<file path="src/rtl/adder_n_pkg.sv">
// Shared definitions for the adder_n slice.
//   ADDER_DEFAULT_N : default operand width
//   ref_add         : golden arithmetic model, {cout,sum} = a + b + cin for
//                     operands up to 32 bits (result is 33 bits wide)
package adder_pkg;

    localparam int ADDER_DEFAULT_N = 4;

    function automatic logic [32:0] ref_add(input logic [31:0] a,
                                            input logic [31:0] b,
                                            input logic        cin);
        return {1'b0, a} + {1'b0, b} + {32'd0, cin};
    endfunction

endpackage

</file>
<file path="src/rtl/adder_n_if.sv">
// Operand/result bundle for adder_n.
//   a, b : operands (N bits, unsigned)
//   cin  : carry-in
//   sum  : registered sum (N bits)
//   cout : registered carry-out
// master drives operands and reads results; slave is the adder side.
interface adder_n_if #(
    parameter int N = 4
);
    logic [N-1:0] a;
    logic [N-1:0] b;
    logic         cin;
    logic [N-1:0] sum;
    logic         cout;

    modport master (output a, b, cin, input sum, cout);
    modport slave  (input a, b, cin, output sum, cout);
endinterface

</file>
<file path="src/rtl/adder_n_full_adder.sv">
// One-bit full adder, purely combinational.
//   a_i, b_i : operand bits
//   ci_i     : carry in
//   s_o      : sum bit
//   co_o     : carry out
module full_adder (
    input  logic a_i,
    input  logic b_i,
    input  logic ci_i,
    output logic s_o,
    output logic co_o
);
    logic p;

    assign p    = a_i ^ b_i;
    assign s_o  = p ^ ci_i;
    assign co_o = (a_i & b_i) | (ci_i & p);
endmodule

</file>
<file path="src/rtl/adder_n.sv">
// N-bit ripple-carry adder with registered outputs.
//   clk : clock, rising edge
//   rst : asynchronous active-high reset, clears sum and cout
//   bus : adder_n_if slave; a/b/cin in, {cout,sum} out one cycle later
// Inputs are not registered; only the N+1 result flops hold state.
module adder_n
    import adder_pkg::*;
#(
    parameter int N = ADDER_DEFAULT_N
) (
    input  logic       clk,
    input  logic       rst,
    adder_n_if.slave   bus
);
    logic [N:0]   c;
    logic [N-1:0] sum_d;
    logic         cout_d;
    logic [N-1:0] sum_q;
    logic         cout_q;

    assign c[0] = bus.cin;

    for (genvar i = 0; i < N; i++) begin : g_bit
        full_adder u_fa (
            .a_i  (bus.a[i]),
            .b_i  (bus.b[i]),
            .ci_i (c[i]),
            .s_o  (sum_d[i]),
            .co_o (c[i+1])
        );
    end

    assign cout_d = c[N];

    always_ff @(posedge clk or posedge rst) begin
        if (rst) begin
            sum_q  <= '0;
            cout_q <= 1'b0;
        end else begin
            sum_q  <= sum_d;
            cout_q <= cout_d;
        end
    end

    assign bus.sum  = sum_q;
    assign bus.cout = cout_q;
endmodule

</file>
<file path="src/flat_wrapper.sv">
// flat-port wrapper written by rule: the top's interface ports become plain ports
module adder_n_flat import adder_pkg::*;
#(
    parameter int N = ADDER_DEFAULT_N
)
  (clk, rst, bus_a, bus_b, bus_cin, bus_sum, bus_cout);
  adder_n_if #(.N(N)) bus_i ();
  input  logic clk;
  input  logic rst;
  input wire logic [$bits(bus_i.a)-1:0] bus_a;
  input wire logic [$bits(bus_i.b)-1:0] bus_b;
  input wire logic [$bits(bus_i.cin)-1:0] bus_cin;
  output wire logic [$bits(bus_i.sum)-1:0] bus_sum;
  output wire logic [$bits(bus_i.cout)-1:0] bus_cout;
  assign bus_i.a = bus_a;
  assign bus_i.b = bus_b;
  assign bus_i.cin = bus_cin;
  assign bus_sum = bus_i.sum;
  assign bus_cout = bus_i.cout;
  adder_n #(.N(N)) u_core (.clk(clk), .rst(rst), .bus(bus_i));
endmodule
</file>
<file path="config.mk">
export PLATFORM = sky130hd
export DESIGN_NAME = adder_n_flat
export DESIGN_NICKNAME = d
export VERILOG_FILES = /design/src/rtl/adder_n_pkg.sv /design/src/rtl/adder_n_if.sv /design/src/rtl/adder_n_full_adder.sv /design/src/rtl/adder_n.sv /design/src/flat_wrapper.sv
export SDC_FILE = /design/constraint.sdc
export NUM_CORES = 1
export LEC_CHECK = 0
export CORE_AREA = 2 2 39 41
export CTS_BUF_LIST = sky130_fd_sc_hd__clkbuf_8
export DETAILED_ROUTE_END_ITERATION = 16
export DIE_AREA = 0 0 41 43
export GPL_ROUTABILITY_DRIVEN = 0
export PLACE_DENSITY = 0.53
export SYNTH_ARGS = -nofsm -noshare
export SYNTH_HDL_FRONTEND = slang
export SYNTH_SLANG_ARGS = --single-unit
</file>
<file path="constraint.sdc">
create_clock -name clk -period 0.8 [get_ports clk]
set_clock_uncertainty 0.1 [all_clocks]
set_input_delay 0.16 -clock clk [delete_from_list [all_inputs] [get_ports clk]]
set_output_delay 0.16 -clock clk [all_outputs]
set_load 0.005 [all_outputs]
</file>
==> impl_metrics.py <==
metrics = {
    "logic_synthesis": {
        "seq_area_frac_synth_pct": 50.76,
        "synth_warnings": 0,
        "syn_nets": 35,
        "ys_ff_latch": 5,
        "synth_area_sq_um": 246.5,
        "synth_cells": 20,
        "syn_avg_cell_area_sq_um": 12.32,
        "yosysUniqueCellTypes": 3,
    },
    "route": {
        "drt-total-wl_um": 432,
        "dr.first_iter.drc_count": 1,
        "ant_nets": 0,
        "num_vias": 185,
        "wl_per_cell_um": 7.855,
        "drc": 0,
        "vias_per_cell": 3.364,
        "drtPass1Iterations": 2,
    },
    "finish": {
        "areaGrowthSynthToFinish_pct": 91.37,
        "fill_cells": 142,
        "seq_area_sq_um": 125.1,
        "final_util_pct": 34.09,
        "antenna_cells": 0,
        "nNetsFinal": 55,
        "drive_gt1_share_pct": 56.41,
        "finalNonFillerCells": 55,
        "multi_input_area_sq_um": 90.09,
    },
    "cts": {
        "cts_hold_buffers": 0,
        "clkSlewWorstSetupHoldPaths_ns": 0.04,
        "cts_root_buf": "clkbuf_8",
        "clock-sinks": 5,
        "cts_buffers": 3,
        "htree_levels": 1,
        "post_cts_buffers": 0,
        "cts_tree": "done",
        "cts_buffer_depth": 2,
    },
    "global_route": {
        "antenna_found_initial": 0,
        "grt_pass1_wl_um": 648,
        "grt_start_max_net_pins": 6,
        "grt_pass1_vias": 202,
        "grt_use_total_pct": 6.002,
        "grt_overflow": 0,
    },
    "worst_setup_path": {
        "critical-path-max-stage-delay_ns": 0.42,
        "path_cells": "buf_8 -> inv_12 -> fa_2 -> inv_2 -> fa_2 -> fa_2 -> inv_2 -> fa_2 -> inv_1",
        "critical_path_arrival_ns": 1.73,
        "cpMostUsedCell": "fa_2",
        "cp-end-kind": "register",
        "cp_data_required_time_ns": 0.86,
        "critPathLaunchType": "primary input",
        "critPathKind": "primary input to register",
        "cp_slowest_cell": "fa_2",
        "path_buf_inv": 5,
        "cp_max_fo": 1,
        "path_delay_family": "adder cells",
    },
    "timing": {
        "fin_crit_sh_pct": 209.3,
        "setup_viol": 10,
        "hold_viol_final": 0,
        "min_period_ns": 1.675,
        "slew_viol_final": 0,
        "setup_slack_ns": -0.8746,
        "max_freq_mhz": 597.2,
        "rsz0062_at_grt": "true",
        "relSlewSlack_pct": 88.36,
        "finalSetupTns_ns": -3.170,
        "worst_pin_slew_ns": 0.1744,
    },
    "placement": {
        "dp.cells": 51,
        "io_buffers": 15,
    },
    "die": {
        "initial_core_util_pct": 17.81,
        "die_w_um": 41,
        "dieArea_sq_mm": 0.001763,
        "std_cell_rows": 14,
        "pin_count": 16,
        "core-area_sq_mm": 0.001384,
        "die_h_um": 43,
    },
    "pwr": {
        "power_density_mw_per_mm2": 1980,
        "p_leak_nw": 0.2345,
        "peakVddDrop_v": 0.0005637,
    },
    "outcome": {
        "violations": "negative setup slack",
        "status": "finished with violations",
    },
    "job": {
        "drv_cap": 0,
    },
    "hold_path": {
        "holdCritPathClass": "primary input to async pin",
    },
}
[synthesized netlist by cell type, drive strengths merged]
master | number | area [sq um]
dfrtp | 5 | 125.1
inv | 11 | 41.29
fa | 4 | 80.08
[state kept, by name, summed over array words and instances (netlist names)]
name and count:
u_core.bus.sum 4, u_core.bus.cout 1
[cells in the final DEF, fill, tap and decap left out, drive strengths merged]
cell           Yosys  routed
inv               11      11
clkdlybuf4s50      0       5
clkbuf             0       3
dfrtp              5       5
fa                 4       4
clkinv             0       1
dlygate4sd2        0       2
buf                0       8
[final timing paths]
check / from / to / slack (ns) / cells after the start
min in group clk: bus_a[0] / u_core.bus.sum[0] / 0.24 / 4
setup / recovery: bus_cin / u_core.bus.sum[3] / -0.87 / 9
hold / removal: rst / u_core.bus.cout / 0.04 / 2
max in group asynchronous: rst / u_core.bus.sum[2] / 0.40 / 2
[per-stage QoR]
| step | total power [mW] | area, sq um | hold WS (ns) | worst slack, ns |
|---|---|---|---|---|
| 4_1_cts | 0.9514 | 469.2 | 0.03974 | -0.9610 |
| 3_3_place_gp | 0.5240 | 444.2 | 0.2636 | -1.618 |
| 2_1_floorplan | 0.3752 | 274.0 | -0.1615 | -0.9425 |
| 3_5_place_dp | 0.5382 | 444.2 | 0.2647 | -1.646 |
| 5_1_grt | 0.9920 | 471.7 | 0.06472 | -0.9029 |
| 6_report | 0.9338 | 471.7 | 0.03594 | -0.8746 |
[report_power, final]
part / switching, mW / internal (mW) / total (mW)
registers: 0.00835 / 0.295 / 0.304
clock network: 0.114 / 0.328 / 0.442
logic: 0.0812 / 0.107 / 0.188
total: 0.204 / 0.730 / 0.934
[layout make-up]
type | instances | area share [%]
tap | 16 | 4.244
clock buffer | 3 | 8.753
multi-input combinational | 4 | 19.10
timing repair buffer | 15 | 27.59
clock inverter | 1 | 0.7958
inverter | 11 | 13.00
sequential | 5 | 26.53
[per-layer routing]
| metal | share of wire (%) | GRT usage, % | up-vias |
|---|---|---|---|
| met4 | 0 | 8.000 | 0 |
| met3 | 18 | 1.571 | 0 |
| met2 | 52 | 10.00 | 14 |
| met5 | 0 | 0 | - |
| met1 | 30 | 4.027 | 85 |
| li1 | - | - | 86 |
[repair_timing]
action | 4_1_cts | 5_1_grt
pin swaps | 4 | 4
gates resized for setup | 39 | 4
setup endpoints to repair | 10 | 10
cloned | 0 | 0
[cell families (layout without fill, tap and decap cells)]
family / after synthesis / after routing / synth area share, %
buffers and inverters: 11 / 30 / 16.75
flip-flops: 5 / 5 / 50.76
adder cells (fa/ha/maj): 4 / 4 / 32.49
Note: power is estimated with default switching activity, not from simulation.
